==> config.mk <==
export PLATFORM = sky130hd
export DESIGN_NAME = bin2bcd_seq
export DESIGN_NICKNAME = d
export VERILOG_FILES = /design/src/rtl/bin2bcd_seq.sv
export SDC_FILE = /design/constraint.sdc
export NUM_CORES = 1
export LEC_CHECK = 0
export BUFFER_PORTS_ARGS = -buffer_cell sky130_fd_sc_hd__clkbuf_2
export CORE_MARGIN = 2
export CORE_UTILIZATION = 56
export DETAILED_ROUTE_END_ITERATION = 6
export GPL_TIMING_DRIVEN = 0
export PLACE_DENSITY = 0.79
export SLEW_MARGIN = 0
export SYNTH_ARGS = -nofsm -noshare
export SYNTH_HDL_FRONTEND = slang
export SYNTH_SLANG_ARGS = --single-unit
==> constraint.sdc <==
create_clock -name clk_24m -period 2.4 [get_ports clk_24m]
set_clock_uncertainty 0.15 [all_clocks]
set_input_delay 0 -clock clk_24m [delete_from_list [all_inputs] [get_ports clk_24m]]
set_output_delay 0 -clock clk_24m [all_outputs]
set_load 0.1 [all_outputs]
==> src/rtl/bin2bcd_seq.sv <==
// bin2bcd_seq: iterative double-dabble binary-to-BCD converter.
// One shift per clock, 14 iterations, start/done handshake. It feeds the
// 4-digit seven-segment scan driver (digit 0 in [3:0] .. digit 3 in [15:12]).
// An optional auto-trigger periodically re-samples bin_in for free-running
// display of a counter value.
module bin2bcd_seq #(
  parameter int AUTO_PERIOD = 0,    // 0 disables auto-trigger; 1..15 unsupported
  parameter int MAX_VAL     = 9999  // saturation limit, tied to 4 output digits
) (
  input  logic        clk_24m,
  input  logic        rst,
  input  logic        start,
  input  logic [15:0] bin_in,
  output logic        busy,
  output logic        done,
  output logic [15:0] bcd_out,
  output logic        ovf
);

  localparam int NDIG  = 4;
  localparam int BIN_W = 14;                // 9999 fits in 14 bits
  localparam int WRK_W = NDIG * 4 + BIN_W;  // BCD field on top, binary below

  typedef enum logic [1:0] {IDLE, SHIFT, DONE} state_t;

  state_t                 state, state_nxt;
  logic [WRK_W-1:0]       work;
  logic [WRK_W-1:0]       work_adj;
  logic [3:0]             iter;
  logic                   ovf_pend;
  logic                   auto_tick;
  logic                   trig;
  logic                   in_ovf;
  logic [BIN_W-1:0]       bin_sat;
  logic [NDIG-1:0][3:0]   nib, nib_adj;

  // Auto-trigger counter free-runs regardless of state; ticks are simply
  // ignored unless the FSM is sitting in IDLE.
  generate
    if (AUTO_PERIOD > 0) begin : g_auto
      localparam int AW = $clog2(AUTO_PERIOD);
      logic [AW-1:0] acnt;

      // Wrap counter 0..AUTO_PERIOD-1
      always_ff @(posedge clk_24m) begin
        if (rst)                                acnt <= '0;
        else if (acnt == AW'(AUTO_PERIOD - 1))  acnt <= '0;
        else                                    acnt <= acnt + 1'b1;
      end

      assign auto_tick = (acnt == AW'(AUTO_PERIOD - 1));
    end else begin : g_no_auto
      assign auto_tick = 1'b0;
    end
  endgenerate

  assign trig    = start | auto_tick;
  assign in_ovf  = (bin_in > 16'(MAX_VAL));
  assign bin_sat = in_ovf ? BIN_W'(MAX_VAL) : bin_in[BIN_W-1:0];
  assign busy    = (state != IDLE);

  // Per-digit add-3 correction; nibbles are adjusted independently, no carry.
  generate
    for (genvar i = 0; i < NDIG; i++) begin : g_nib
      assign nib[i]     = work[BIN_W + 4*i +: 4];
      assign nib_adj[i] = (nib[i] >= 4'd5) ? nib[i] + 4'd3 : nib[i];
    end
  endgenerate

  assign work_adj = {nib_adj, work[BIN_W-1:0]};

  // State register
  always_ff @(posedge clk_24m) begin
    if (rst) state <= IDLE;
    else     state <= state_nxt;
  end

  // Next-state: 14 shifts, the last taken with iter == 13, then one DONE cycle
  always_comb begin
    state_nxt = state;
    case (state)
      IDLE:    if (trig) state_nxt = SHIFT;
      SHIFT:   if (iter == 4'd13) state_nxt = DONE;
      DONE:    state_nxt = IDLE;
      default: state_nxt = IDLE;
    endcase
  end

  // Datapath: load on trigger, adjust+shift in SHIFT, publish only in DONE
  always_ff @(posedge clk_24m) begin
    if (rst) begin
      work     <= '0;
      iter     <= '0;
      ovf_pend <= 1'b0;
      bcd_out  <= '0;
      ovf      <= 1'b0;
      done     <= 1'b0;
    end else begin
      done <= 1'b0;
      case (state)
        IDLE: begin
          if (trig) begin
            work     <= {{(NDIG*4){1'b0}}, bin_sat};
            ovf_pend <= in_ovf;
            iter     <= '0;
          end
        end
        SHIFT: begin
          work <= {work_adj[WRK_W-2:0], 1'b0};
          iter <= iter + 1'b1;
        end
        DONE: begin
          bcd_out <= work[WRK_W-1:BIN_W];
          ovf     <= ovf_pend;
          done    <= 1'b1;
        end
        default: ;
      endcase
    end
  end

endmodule
==> results by group <==
Outcome
  – Outcome: finished, final reports clean

Floorplanning
  – CORE AREA: 0.00429 mm^2
  – Die area: slightly below 0.005 mm^2
  – Die Y: roughly 70 um
  – Die width: roughly 70 um
  – Starting density of the core: 57.0%
  – Std cell rows: 24
  – Num ports: 38

Pwr
  – Power density cells: ~570 mW/mm^2
  – LEAKAGE: ~1.1 nW
  – Max IR drop VDD: about 0.36 mV

STA
  – Period utilisation layout: 80.9%
  – Fin. Hold Viols: 0
  – Max Slew Vio Count: 0
  – Final min period: about 1.9 ns
  – Fmax: roughly 520 MHz
  – Sum Neg Setup Slack: 0 ns
  – Setup Viol. Count Final: 0
  – Final worst slack: between 0.4 and 0.5 ns
  – RSZ-0062 raised after global routing: false
  – Worst-margin pin slew: just under 1 ns
  – Slew headroom: ~34%

Final layout
  – Final std cells w/o fill: slightly above 400
  – Final core occ: between 60% and 70%
  – Layout overhead on the synthesized area: 19.4%
  – # diodes: 0
  – Final nets: between 300 and 400
  – Post-route cell area: roughly 0.0029 mm^2
  – Share of layout cells above drive strength 1: approximately 15%

Min path
  – Hold depth: 5
  – Hold endpoint: work[0]
  – Hold path start: bin_in[15]
  – Class of the worst hold path: primary input to register

Placement
  – DP Cell Count: ~380
  – Placer Congestion: 0.907
  – DP Area: approximately 0.0027 mm^2
  – Dpl ws: between 0.4 and 0.5 ns
  – Number of port buffers: 36
  – Dpl hpwl: ~3.9 mm

Global route
  – Global-route wire length before repair: between 9 and 10 mm
  – Number of antenna violations at the first check in global routing: 0
  – Pin count of the biggest net entering global routing: 18
  – Vias in the first global route: ~2100
  – Remaining global-route overflow: 0
  – Tot GR Track Use: a little under a quarter

Logic synthesis
  – #FFs+latches synth: 55
  – Yosys warns: 0
  – Ys async rst share: 0%
  – Sequential element share of the synthesized area: between 40% and 50%
  – Most common cell in the netlist: dfxtp_1
  – Mapped Nets: roughly 320
  – Synth area leader: dfxtp_1
  – Area share of the largest cell type after synthesis: roughly 45%
  – Mean post-synth cell area: ~8.3 um^2
  – Top cells by area, synth: dfxtp_1 (45%), a21oi_1 (7.6%), nand2_1 (6.3%)
  – Most frequent cells after synthesis: dfxtp_1 (55), nand2_1 (41), a21oi_1 (37)
  – Post-synth EDFFs: 0
  – Most common flop cell mapped by yosys: dfxtp_1
  – Syn Std Cell Area: around 0.0024 mm^2
  – Synth unique cells: 31
  – Gate Count Post-Synth: approximately 300

CTS
  – Clock transition time at the flip-flop clock pins of the worst setup and hold paths: roughly 0.090 ns
  – Root Buffer: clkbuf_8
  – Setup Buffers After CTS: 0
  – H-tree depth: 2
  – Clock Tree Buf Depth: 2
  – Clock Sinks: 55
  – Worst-skew pair later-pin latency: around 0.31 ns
  – Hold_buf cts: 14
  – TritonCTS clock tree: built
  – TritonCTS Buffers: 5
  – Post-CTS Resized: 0

Worst setup path
  – Worst reg-to-reg path cell count: 7
  – Reg2reg start: state[1]
  – Worst EP required: 2.43 ns
  – Crit start category: register
  – Worst r2r dst: work[25]
  – Arr. time, crit path: roughly 2.0 ns
  – WS Path Type: register to register
  – Crit path max fanout: 10
  – Crit path capture type: register
  – R2R Setup Slk: between 0.4 and 0.5 ns

Drt
  – Drt via density: about 5.5
  – Residual DRC count: 0
  – Drt pass-1 iters: 4
  – Routed Antenna Nets: 0
  – Routed via count: about 2200
  – DR iter-0 viols: between 150 and 200
  – Routed wire length: between 5 and 6 mm
  – Avg WL per Cell: about 14 um

Flow run
  – Max Cap Viol: 0
## cell usage in the layout, fill, tap and decap left out, types with 6 or more instances in the layout
cell           netlist  layout
nand2_1             41      41
inv_1                9       9
nand2b_1            12      12
ha_1                10      10
clkbuf_2             0      36
nor2_1              29      29
dfxtp_1             55      55
nor3_1              17      17
a22o_1               8       8
a21oi_1             37      37
dlygate4sd3_1        0      14
o32ai_1              6       6
o21ai_0              9       9
clkbuf_1            11      11
nand3_1              6       6
## sequential cells by signal, indices dropped and copies added (netlist names)
signal and flops:
work 30, state 2, ovf_pend 1, bcd_out 16, ovf 1, done 1, iter 4
## how the worst max path moves through the flow
stage,to,startpoint,cells past startpoint,slack (ns)
3_3_place_gp,work[25],state[1],7,0.54
5_1_grt,work[7],state[1],6,0.27
6_report,work[25],state[1],7,0.46
4_1_cts,work[25],state[1],7,0.45
3_5_place_dp,work[25],state[1],7,0.47
2_1_floorplan,work[1],state[1],5,0.66
## where the power goes
| part | switching [W] | total [W] | internal [W] |
|---|---|---|---|
| clock | 0.000301 | 0.000504 | 0.000204 |
| sequential | 0.0000209 | 0.000962 | 0.000941 |
| combinational | 0.000112 | 0.000189 | 0.0000769 |
## per-layer routing
layer  GRT usage [%]  vias up  routed length [um]
met5               0        -                   0
met4            8.76        0                 123
met3            4.62       13                 215
met2            41.2       50                2780
met1            29.6     1042                2440
li1                -     1121                   -
## final cells by class
class	instances	area, um^2
fill	364	1370
multi-input combinational	211	1220
sequential	55	1100
timing repair buffer	50	320
buffer	19	87.6
clock buffer	5	68.8
tap	52	65.1
inverter	9	33.8
clock inverter	3	20.0
## per-stage QoR
step,hold WS [ns],total power [W]
floorplan,-0.0262,0.00109
global placement,0.0572,0.00114
detailed placement,0.0642,0.00115
CTS,0.0114,0.00166
global route,0.0590,0.00172
finish,0.0340,0.00166
## cell families after synthesis
kind of cell	synth area share, %
AO/OA/AOI/OAI	17.3
XOR/XNOR	2.86
adder cells (fa/ha/maj)	5.11
buffers and inverters	4.96
flip-flops	45.0
multiplexers	2.10
AND/OR/NAND/NOR	22.7
## critical path, cell delays in order (launching register included)
cell,delay (ns)
dfxtp_1,0.34
buf_6,0.12
nand2b_1,0.10
clkbuf_1,0.32
clkbuf_1,0.44
nor3_1,0.08
o21ai_0,0.17
a21oi_1,0.09
Note: power is estimated with default switching activity, not from simulation.
